[src/rtl/main_design.sv]
// Registered ALU: ADD/XOR/AND/OR with one-cycle latency and a one-cycle result strobe.
// Optional zero/carry flag outputs are built only when MAIN_DESIGN_FLAGS_EN is defined.
module main_design #(
    parameter int WIDTH = 8
) (
    input  logic             clk,
    input  logic             rst_n,
    input  logic             in_valid,
    input  logic [1:0]       opcode,
    input  logic [WIDTH-1:0] a,
    input  logic [WIDTH-1:0] b,
    output logic [WIDTH-1:0] out,
    output logic             out_valid
`ifdef MAIN_DESIGN_FLAGS_EN
    ,
    output logic             zero,
    output logic             carry
`endif
);

    // in_valid is a strobe with no ready: every cycle it is high, the operands are
    // captured and out_valid pulses in the next cycle, so back-to-back inputs stream.
    logic [WIDTH-1:0] result;
    logic [WIDTH-1:0] out_q, out_d;
    logic             out_valid_q, out_valid_d;
`ifdef MAIN_DESIGN_FLAGS_EN
    logic             carry_res;
    logic             zero_q, zero_d;
    logic             carry_q, carry_d;
`endif

    always_comb begin
        result = '0;
`ifdef MAIN_DESIGN_FLAGS_EN
        carry_res = 1'b0;
`endif
        case (opcode)
            2'b00: begin
`ifdef MAIN_DESIGN_FLAGS_EN
                {carry_res, result} = {1'b0, a} + {1'b0, b};
`else
                result = a + b;
`endif
            end
            2'b01:   result = a ^ b;
            2'b10:   result = a & b;
            2'b11:   result = a | b;
            default: result = '0;
        endcase
    end

    always_comb begin
        out_d       = out_q;
        out_valid_d = in_valid;
`ifdef MAIN_DESIGN_FLAGS_EN
        zero_d      = zero_q;
        carry_d     = carry_q;
`endif
        if (in_valid) begin
            out_d   = result;
`ifdef MAIN_DESIGN_FLAGS_EN
            zero_d  = (result == '0);
            carry_d = carry_res;
`endif
        end
    end

    always_ff @(posedge clk or negedge rst_n) begin
        if (!rst_n) begin
            out_q       <= '0;
            out_valid_q <= 1'b0;
`ifdef MAIN_DESIGN_FLAGS_EN
            zero_q      <= 1'b0;
            carry_q     <= 1'b0;
`endif
        end else begin
            out_q       <= out_d;
            out_valid_q <= out_valid_d;
`ifdef MAIN_DESIGN_FLAGS_EN
            zero_q      <= zero_d;
            carry_q     <= carry_d;
`endif
        end
    end

    assign out       = out_q;
    assign out_valid = out_valid_q;
`ifdef MAIN_DESIGN_FLAGS_EN
    assign zero      = zero_q;
    assign carry     = carry_q;
`endif

endmodule

[config.mk]
export PLATFORM = sky130hd
export DESIGN_NAME = main_design
export DESIGN_NICKNAME = d
export VERILOG_FILES = /design/src/rtl/main_design.sv
export SDC_FILE = /design/constraint.sdc
export NUM_CORES = 1
export LEC_CHECK = 0
export ABC_AREA = 0
export ABC_CLOCK_PERIOD_IN_PS = 1310
export BUFFER_PORTS_ARGS = -buffer_cell sky130_fd_sc_hd__buf_4
export CAP_MARGIN = 20
export CORE_ASPECT_RATIO = 0.8
export CORE_UTILIZATION = 47
export CTS_CLUSTER_DIAMETER = 60
export DETAILED_ROUTE_END_ITERATION = 7
export PLACE_DENSITY = 0.76
export SLEW_MARGIN = 0
export SYNTH_ARGS = -nofsm -noshare
export SYNTH_HDL_FRONTEND = slang
export SYNTH_SLANG_ARGS = --single-unit
[constraint.sdc]
create_clock -name clk -period 1.31 [get_ports clk]
set_input_delay 0 -clock clk [delete_from_list [all_inputs] [get_ports clk]]
set_output_delay 0 -clock clk [all_outputs]
set_load 0.05 [all_outputs]
==> metrics.txt, run 1 <==
# TYPE chip_impl_metric gauge
chip_impl_info{name="result_of_the_run",value="complete, no violations"} 1
chip_impl_info{name="hold_class",value="input port to flip-flop"} 1
chip_impl_metric{name="ys_seq_elements",unit=""} 9
chip_impl_metric{name="via_count",unit=""} 1017
chip_impl_metric{name="port-buffer-count",unit=""} 29
chip_impl_metric{name="synthesis.nets",unit=""} 169
chip_impl_metric{name="power_switching_share",unit="%"} 41.09
chip_impl_metric{name="remaining_drc_errors",unit=""} 0
chip_impl_metric{name="overall_global_routing_usage",unit="%"} 22.86
chip_impl_metric{name="design.portCount",unit=""} 30
chip_impl_metric{name="vias_per_cell",unit=""} 5.381
chip_impl_metric{name="synth.lib_cells_used.distinct",unit=""} 35
chip_impl_info{name="route.top_layer_used",value="met4"} 1
chip_impl_info{name="worst_setup_path_end_kind",value="flip-flop"} 1
chip_impl_metric{name="die_width",unit="µm"} 54.43
chip_impl_metric{name="ctsHtreeMaxLevel",unit=""} 1
chip_impl_metric{name="synth.cell_area",unit="mm²"} 0.001033
chip_impl_info{name="regToRegEndpoint",value="out[4]"} 1
chip_impl_metric{name="synth_enable_flop_cells",unit=""} 0
chip_impl_metric{name="power.switching",unit="W"} 0.0004585
chip_impl_metric{name="synth-seq-area-share",unit="%"} 21.79
chip_impl_metric{name="timing.final.hold_violations",unit=""} 0
chip_impl_metric{name="cellLeakagePower",unit="nW"} 0.6889
chip_impl_info{name="launching_point_of_the_worst_reg2reg_path",value="out[4]"} 1
chip_impl_metric{name="cap_violations",unit=""} 0
chip_impl_metric{name="start_util",unit="%"} 52.21
chip_impl_metric{name="ctsLongestPathBuffers",unit=""} 2
chip_impl_metric{name="pwr_density_cell",unit="mW/mm²"} 828.2
chip_impl_metric{name="slew_at_the_pin_with_the_worst_max_slew_slack",unit="ns"} 0.2790
chip_impl_metric{name="routed-wl-met3",unit="µm"} 81
chip_impl_metric{name="grt_pass1_wl",unit="µm"} 4015
chip_impl_metric{name="design.die.area",unit="mm²"} 0.002391
chip_impl_metric{name="yosys_warnings",unit=""} 0
chip_impl_metric{name="path_max_fanout",unit=""} 2
chip_impl_metric{name="clk_pin_slew_worst_paths",unit="ns"} 0.06
chip_impl_metric{name="p_int",unit="W"} 0.0006575
chip_impl_metric{name="vdd.ir_drop.worst",unit="V"} 0.0008192
chip_impl_metric{name="fp.coreArea",unit="mm²"} 0.001979
chip_impl_metric{name="power.sequential.fraction",unit="%"} 30.0
chip_impl_metric{name="slew-limit-headroom",unit="%"} 81.20
chip_impl_metric{name="fraction_of_power_consumed_by_combinational_cells",unit="%"} 50.7
chip_impl_info{name="critical_path_class",value="input port to flip-flop"} 1
chip_impl_info{name="cts-root-buf",value="sky130_fd_sc_hd__clkbuf_4"} 1
chip_impl_metric{name="final-max-slew-violation-count",unit=""} 0
chip_impl_metric{name="drt-initial-drc-count",unit=""} 25
chip_impl_metric{name="fp-row-count",unit=""} 14
chip_impl_metric{name="dpl.hpwl",unit="µm"} 1902
chip_impl_metric{name="crit_arrival",unit="ns"} 1.40
chip_impl_metric{name="syn_area_per_cell",unit="µm²"} 7.889
chip_impl_metric{name="wl",unit="µm"} 2384
chip_impl_info{name="cp-startpoint",value="a[0]"} 1
chip_impl_info{name="cts_tree",value="done"} 1
chip_impl_info{name="min_from",value="opcode[1]"} 1
chip_impl_metric{name="cts-buffers-inserted",unit=""} 3
chip_impl_metric{name="totalPowerFinal",unit="W"} 0.001116
chip_impl_metric{name="timing.hold.worst_path_depth",unit=""} 3
chip_impl_metric{name="worst-r2r-setup-slack",unit="ns"} 0.54
chip_impl_metric{name="grt_start_max_net_pins",unit=""} 22
chip_impl_metric{name="clock_power_share",unit="%"} 19.3
chip_impl_info{name="worst_hold_path.endpoint",value="out[5]"} 1
chip_impl_metric{name="die-height",unit="µm"} 43.94
chip_impl_metric{name="final_core_util",unit="%"} 68.08
chip_impl_metric{name="setup_viol",unit=""} 0
chip_impl_metric{name="antenna-diode-count",unit=""} 0
chip_impl_metric{name="gp_routability_congestion",unit=""} 0.8071
chip_impl_metric{name="finish.net_count",unit=""} 204
chip_impl_metric{name="layout-drive-gt1-share",unit="%"} 27.27
chip_impl_info{name="dominantRegCellSynth",value="sky130_fd_sc_hd__dfrtp_1"} 1
chip_impl_metric{name="fmax",unit="GHz"} 0.8157
chip_impl_metric{name="wl_met2",unit="µm"} 1109
chip_impl_info{name="startpoint_type",value="input port"} 1
chip_impl_metric{name="worst_clk_skew",unit="ns"} 0
chip_impl_metric{name="worst_skew_pair.late_latency",unit="ns"} 0.26
chip_impl_metric{name="ant_nets",unit=""} 0
chip_impl_metric{name="crit_required",unit="ns"} 1.49
chip_impl_metric{name="layout.filler_cells",unit=""} 167
chip_impl_metric{name="clock_sink_count",unit=""} 9
chip_impl_metric{name="post-route-min-period",unit="ns"} 1.226
chip_impl_metric{name="layout-area-overhead-vs-synth",unit="%"} 30.39
chip_impl_metric{name="synthArstFlopShare",unit="%"} 100.0
chip_impl_metric{name="multiInputGateArea",unit="µm²"} 701.9
chip_impl_metric{name="grt_overflow",unit=""} 0
chip_impl_metric{name="number_of_global_route_vias_before_repair",unit=""} 917
chip_impl_metric{name="register_area",unit="µm²"} 225.2
chip_impl_metric{name="met1Wirelength",unit="µm"} 1179
chip_impl_metric{name="worstRegToRegCells",unit=""} 2
chip_impl_metric{name="wire_length_per_cell_after_detailed_routing",unit="µm"} 12.61
chip_impl_metric{name="final_worst_path_period_share",unit="%"} 93.58
chip_impl_metric{name="detail_route.first_pass.iterations",unit=""} 4
chip_impl_metric{name="synthCells",unit=""} 131
chip_impl_metric{name="antenna_found_initial",unit=""} 0
## critical path, cell delays in order
cell and delay [ns]:
sky130_fd_sc_hd__buf_4 0.10, sky130_fd_sc_hd__ha_4 0.14, sky130_fd_sc_hd__inv_2 0.04, sky130_fd_sc_hd__fa_2 0.36
sky130_fd_sc_hd__nand2b_4 0.15, sky130_fd_sc_hd__a21oi_2 0.13, sky130_fd_sc_hd__mux2i_1 0.20, sky130_fd_sc_hd__o21ai_1 0.08
sky130_fd_sc_hd__a41oi_1 0.21
## per-layer routing
metal,vias to the layer above,global-route usage [%]
li1,510,-
met1,478,32.42
met3,2,1.754
met4,0,5.641
met5,-,0
met2,27,37.07
## placed cells by master, fill, tap and decap left out, types with 2 or more instances in the layout
cell type,instances
sky130_fd_sc_hd__buf_4,33
sky130_fd_sc_hd__inv_1,23
sky130_fd_sc_hd__xnor2_1,2
sky130_fd_sc_hd__a21oi_1,9
sky130_fd_sc_hd__nor2_1,12
sky130_fd_sc_hd__clkbuf_4,3
sky130_fd_sc_hd__ha_1,15
sky130_fd_sc_hd__nand2_1,8
sky130_fd_sc_hd__nand3_1,4
sky130_fd_sc_hd__nand4_1,2
sky130_fd_sc_hd__dlygate4sd3_1,2
sky130_fd_sc_hd__o21ai_0,8
sky130_fd_sc_hd__dfrtp_1,9
sky130_fd_sc_hd__o22ai_1,2
sky130_fd_sc_hd__mux2i_1,3
sky130_fd_sc_hd__o211ai_1,2
sky130_fd_sc_hd__o21bai_1,2
sky130_fd_sc_hd__nand2b_1,3
## timing repair
| action | 4_1_cts | 5_1_grt |
|---|---|---|
| hold buffers | 2 | 0 |
| hold endpoints to repair | 10 | 0 |
| resized for setup | 0 | 2 |
| setup buffers | 0 | 1 |
| setup endpoints to repair | 0 | 1 |
## worst max path at each step
stage	end	slack (ns)	cells after the start
after global routing	out[6]	-0.01	9
after global placement	out[6]	-0.14	9
after CTS	out[6]	0.08	9
after floorplan	out[6]	0.01	8
final	out[6]	0.08	9
after detailed placement	out[6]	-0.19	9
## registers in the layout, summed over array words and instances (netlist names)
| signal | count |
|---|---|
| out_valid | 1 |
| out | 8 |
## stage by stage
stage	area, µm²	setup WS [ns]	setup TNS (ns)	hold WS (ns)	std cells
5_1_grt	1348	-0.01373	-0.01373	0.1205	189
3_3_place_gp	1294	-0.1351	-0.3445	-0.1738	182
2_1_floorplan	1060	0.01308	0	-0.2956	131
6_report	1348	0.08410	0	0.09802	189
4_1_cts	1340	0.07765	0	0.09759	188
3_5_place_dp	1294	-0.1911	-0.5237	-0.1716	182
## cells in the mapped netlist (2+ instances only)
cell / number / share of area (%)
sky130_fd_sc_hd__a21oi_1: 10 / 4.8
sky130_fd_sc_hd__buf_2: 2 / 0.97
sky130_fd_sc_hd__buf_4: 2 / 1.5
sky130_fd_sc_hd__dfrtp_1: 9 / 22
sky130_fd_sc_hd__ha_1: 16 / 19
sky130_fd_sc_hd__inv_1: 24 / 8.7
sky130_fd_sc_hd__mux2i_1: 3 / 2.9
sky130_fd_sc_hd__nand2_1: 8 / 2.9
sky130_fd_sc_hd__nand2b_1: 4 / 2.4
sky130_fd_sc_hd__nand3_1: 4 / 1.9
sky130_fd_sc_hd__nand4_1: 2 / 1.2
sky130_fd_sc_hd__nor2_1: 12 / 4.4
sky130_fd_sc_hd__o211ai_1: 2 / 1.5
sky130_fd_sc_hd__o21ai_0: 9 / 4.4
sky130_fd_sc_hd__o21bai_1: 2 / 1.5
sky130_fd_sc_hd__o22ai_1: 2 / 1.2
sky130_fd_sc_hd__xnor2_1: 2 / 1.7
## layout make-up
type                            instances  share of cell area (%)
Timing Repair Buffer                   35                   19.87
Sequential cell                         9                   16.71
Tap cell                               24                   2.228
Multi-Input combinational cell         92                   52.09
Clock buffer                            4                   1.950
Inverter                               25                   7.150
## logic make-up (layout without fill, tap and decap cells)
kind of cell / count (synthesis) / in the layout / share of synthesized area (%)
adders and majority gates: 17 / 17 / 21.31
buffers and inverters: 30 / 64 / 12.83
xor gates and xnor gates: 3 / 3 / 2.543
AOI/OAI and AO/OA: 35 / 35 / 21.91
muxes: 4 / 4 / 5.085
and+or+nand+nor: 33 / 33 / 14.53
DFF: 9 / 9 / 21.79
## power groups by stage
stage                     Sequential [W]  Clock (W)  Combinational [W]
final                           0.000335   0.000215           0.000566
after global routing            0.000340   0.000230           0.000620
after detailed placement        0.000340          0           0.000551
after CTS                       0.000336   0.000215           0.000561
after global placement          0.000339          0           0.000537
after floorplan                 0.000472          0           0.000241
(Power assumes the default switching activity.)
==> run 2, diff against run 1 <==
CORE_MARGIN = 5   (was not set)
==> metrics.txt, run 2 (synthesis gave the netlist of run 1 again) <==
# TYPE chip_impl_metric gauge
chip_impl_info{name="result_of_the_run",value="complete, no violations"} 1
chip_impl_metric{name="wire_length_per_cell_after_detailed_routing",unit="µm"} 12.22
chip_impl_metric{name="drt-initial-drc-count",unit=""} 21
chip_impl_info{name="cpLargestDelayFamily",value="adder cells"} 1
chip_impl_metric{name="worst_skew_pair.late_latency",unit="ns"} 0.25
chip_impl_metric{name="multiInputGateArea",unit="µm²"} 701.9
chip_impl_metric{name="cts-resized-gates",unit=""} 0
chip_impl_metric{name="place_ws",unit="ns"} -0.1552
chip_impl_metric{name="detail_route.first_pass.iterations",unit=""} 4
chip_impl_info{name="most_frequent_standard_cell_in_the_layout_excluding_fill_and_tap_cells",value="sky130_fd_sc_hd__buf_4"} 1
chip_impl_metric{name="fmax",unit="GHz"} 0.8348
chip_impl_metric{name="number_of_global_route_vias_before_repair",unit=""} 949
chip_impl_metric{name="fp-row-count",unit=""} 15
chip_impl_metric{name="ctsLongestPathBuffers",unit=""} 2
chip_impl_metric{name="port-buffer-count",unit=""} 29
chip_impl_metric{name="wl_met2",unit="µm"} 1043
chip_impl_metric{name="layout-drive-gt1-share",unit="%"} 27.98
chip_impl_metric{name="via_count",unit=""} 1012
chip_impl_metric{name="antenna_found_initial",unit=""} 0
chip_impl_metric{name="die-height",unit="µm"} 51.94
chip_impl_metric{name="post-route-min-period",unit="ns"} 1.198
chip_impl_metric{name="remaining_drc_errors",unit=""} 0
chip_impl_info{name="critical_path_class",value="input port to flip-flop"} 1
chip_impl_info{name="launching_point_of_the_worst_reg2reg_path",value="out[4]"} 1
chip_impl_metric{name="timing.final.hold_violations",unit=""} 0
chip_impl_info{name="cp-startpoint",value="a[0]"} 1
chip_impl_info{name="worst_setup_path_end_kind",value="flip-flop"} 1
chip_impl_metric{name="layout.filler_cells",unit=""} 194
chip_impl_info{name="path_cells",value="buf_4 -> ha_4 -> inv_1 -> fa_2 -> nand2b_4 -> a21oi_2 -> mux2i_1 -> o21ai_0 -> a41oi_1"} 1
chip_impl_metric{name="die_width",unit="µm"} 62.43
chip_impl_metric{name="final-max-slew-violation-count",unit=""} 0
chip_impl_metric{name="cap_violations",unit=""} 0
chip_impl_metric{name="ant_nets",unit=""} 0
chip_impl_metric{name="layout-area-overhead-vs-synth",unit="%"} 32.69
chip_impl_metric{name="register_area",unit="µm²"} 225.2
chip_impl_metric{name="overall_global_routing_usage",unit="%"} 14.99
chip_impl_metric{name="fp.coreArea",unit="mm²"} 0.002121
chip_impl_metric{name="crit_arrival",unit="ns"} 1.37
chip_impl_metric{name="maximum_cell_stage_delay_along_the_critical_path",unit="ns"} 0.34
chip_impl_info{name="timing.critical_path.slowest_stage_cell",value="sky130_fd_sc_hd__fa_2"} 1
chip_impl_metric{name="routed-wl-met3",unit="µm"} 117
chip_impl_metric{name="worst_clk_skew",unit="ns"} 0
chip_impl_info{name="cts-root-buf",value="sky130_fd_sc_hd__clkbuf_4"} 1
chip_impl_metric{name="critical_path_buf_inv_count",unit=""} 2
chip_impl_metric{name="pwr_density_cell",unit="mW/mm²"} 812.3
chip_impl_metric{name="design.die.area",unit="mm²"} 0.003242
chip_impl_metric{name="post_cts_buffers",unit=""} 0
chip_impl_metric{name="vias_per_cell",unit=""} 5.244
chip_impl_metric{name="gp_routability_congestion",unit=""} 0.8209
chip_impl_metric{name="grt_overflow",unit=""} 0
chip_impl_metric{name="cellLeakagePower",unit="nW"} 0.7041
chip_impl_info{name="route.top_layer_used",value="met4"} 1
chip_impl_info{name="startpoint_type",value="input port"} 1
chip_impl_metric{name="crit_required",unit="ns"} 1.48
chip_impl_info{name="setup_repair_after_global_routing_missed_its_margin",value="false"} 1
chip_impl_metric{name="slew-limit-headroom",unit="%"} 81.50
chip_impl_info{name="cts_tree",value="done"} 1
chip_impl_metric{name="ctsHtreeMaxLevel",unit=""} 1
chip_impl_metric{name="met1Wirelength",unit="µm"} 1179
chip_impl_metric{name="vdd.ir_drop.worst",unit="V"} 0.0006571
chip_impl_info{name="hold_class",value="input port to async pin"} 1
chip_impl_metric{name="start_util",unit="%"} 48.73
chip_impl_metric{name="antenna-diode-count",unit=""} 0
chip_impl_metric{name="cts-buffers-inserted",unit=""} 3
chip_impl_metric{name="largest_register_ff_count",unit=""} 8
chip_impl_metric{name="timing.setup.tns",unit="ns"} 0
chip_impl_info{name="final_cell_mix",value="sky130_fd_sc_hd__buf_4, sky130_fd_sc_hd__inv_1, sky130_fd_sc_hd__ha_1"} 1
chip_impl_metric{name="fin_ws",unit="ns"} 0.1121
chip_impl_metric{name="dpl.hpwl",unit="µm"} 1989
chip_impl_metric{name="grt_start_max_net_pins",unit=""} 22
chip_impl_metric{name="slew_at_the_pin_with_the_worst_max_slew_slack",unit="ns"} 0.2746
chip_impl_metric{name="clk_pin_slew_worst_paths",unit="ns"} 0.06
chip_impl_metric{name="final_worst_path_period_share",unit="%"} 91.45
chip_impl_metric{name="clock_sink_count",unit=""} 9
chip_impl_metric{name="path_max_fanout",unit=""} 2
chip_impl_metric{name="design.portCount",unit=""} 30
chip_impl_metric{name="setup_viol",unit=""} 0
chip_impl_metric{name="wl",unit="µm"} 2358
chip_impl_metric{name="grt_pass1_wl",unit="µm"} 3981
chip_impl_metric{name="finish.net_count",unit=""} 207
## run 2: cell types whose count changed in the layout (fill, tap and decap cells not counted)
cell                      delta
sky130_fd_sc_hd__o21ai_0     +1
sky130_fd_sc_hd__inv_2       -1
sky130_fd_sc_hd__inv_1       +1
sky130_fd_sc_hd__o21ai_1     -1
sky130_fd_sc_hd__buf_4       +3
## run 2: report_power, final
part	leakage, nW	internal, W	switching (W)	total [W]
clock network	0.0150	0.000117	0.0000911	0.000208
logic	0.586	0.000232	0.000337	0.000570
registers	0.103	0.000315	0.0000209	0.000336
total	0.704	0.000665	0.000449	0.00111
## run 2: worst register-to-register path: stages (launching register included)
cell                        delay, ns
sky130_fd_sc_hd__dfrtp_1         0.39
sky130_fd_sc_hd__a2bb2oi_1       0.13
sky130_fd_sc_hd__o211ai_1        0.11
## run 2: final timing paths
path,endpoint,slack [ns],depth (start not counted)
setup / recovery,out[6],0.11,9
hold / removal,out[5],0.11,2
setup reg to reg,out[4],0.57,2
hold reg to reg,out[0],0.53,2
max in group asynchronous,out[3],1.07,2
min in group clk,out[5],0.11,3
## run 2: what timing repair did
item	CTS	global route
endpoints found under the hold margin	10	0
hold buffers	2	0
setup endpoints to repair	0	0
## run 2: layout make-up
class | instances | area share (%)
timing repair buffer | 38 | 21.17
inverter | 25 | 7.026
clock buffer | 4 | 1.916
sequential | 9 | 16.42
tap | 25 | 2.281
multi-input combinational | 92 | 51.19
## run 2: metal layers
metal	global-route usage, %	up-vias
met4	5.300	0
met1	18.82	466
li1	-	518
met2	24.66	26
met3	4.320	2
met5	0	-
## run 2: stage by stage
stage               total power (W)  instance area, µm²  hold slack (ns)  util [%]  instances
floorplan                 0.0007128                1060          -0.2956         -        131
global placement          0.0008905                1325          -0.1740     62.48        187
detailed placement        0.0009063                1325          -0.1736     62.48        187
CTS                        0.001119                1371           0.1038     64.66        193
global route               0.001188                1371           0.1135     64.66        193
finish                     0.001114                1371           0.1075     64.66        193
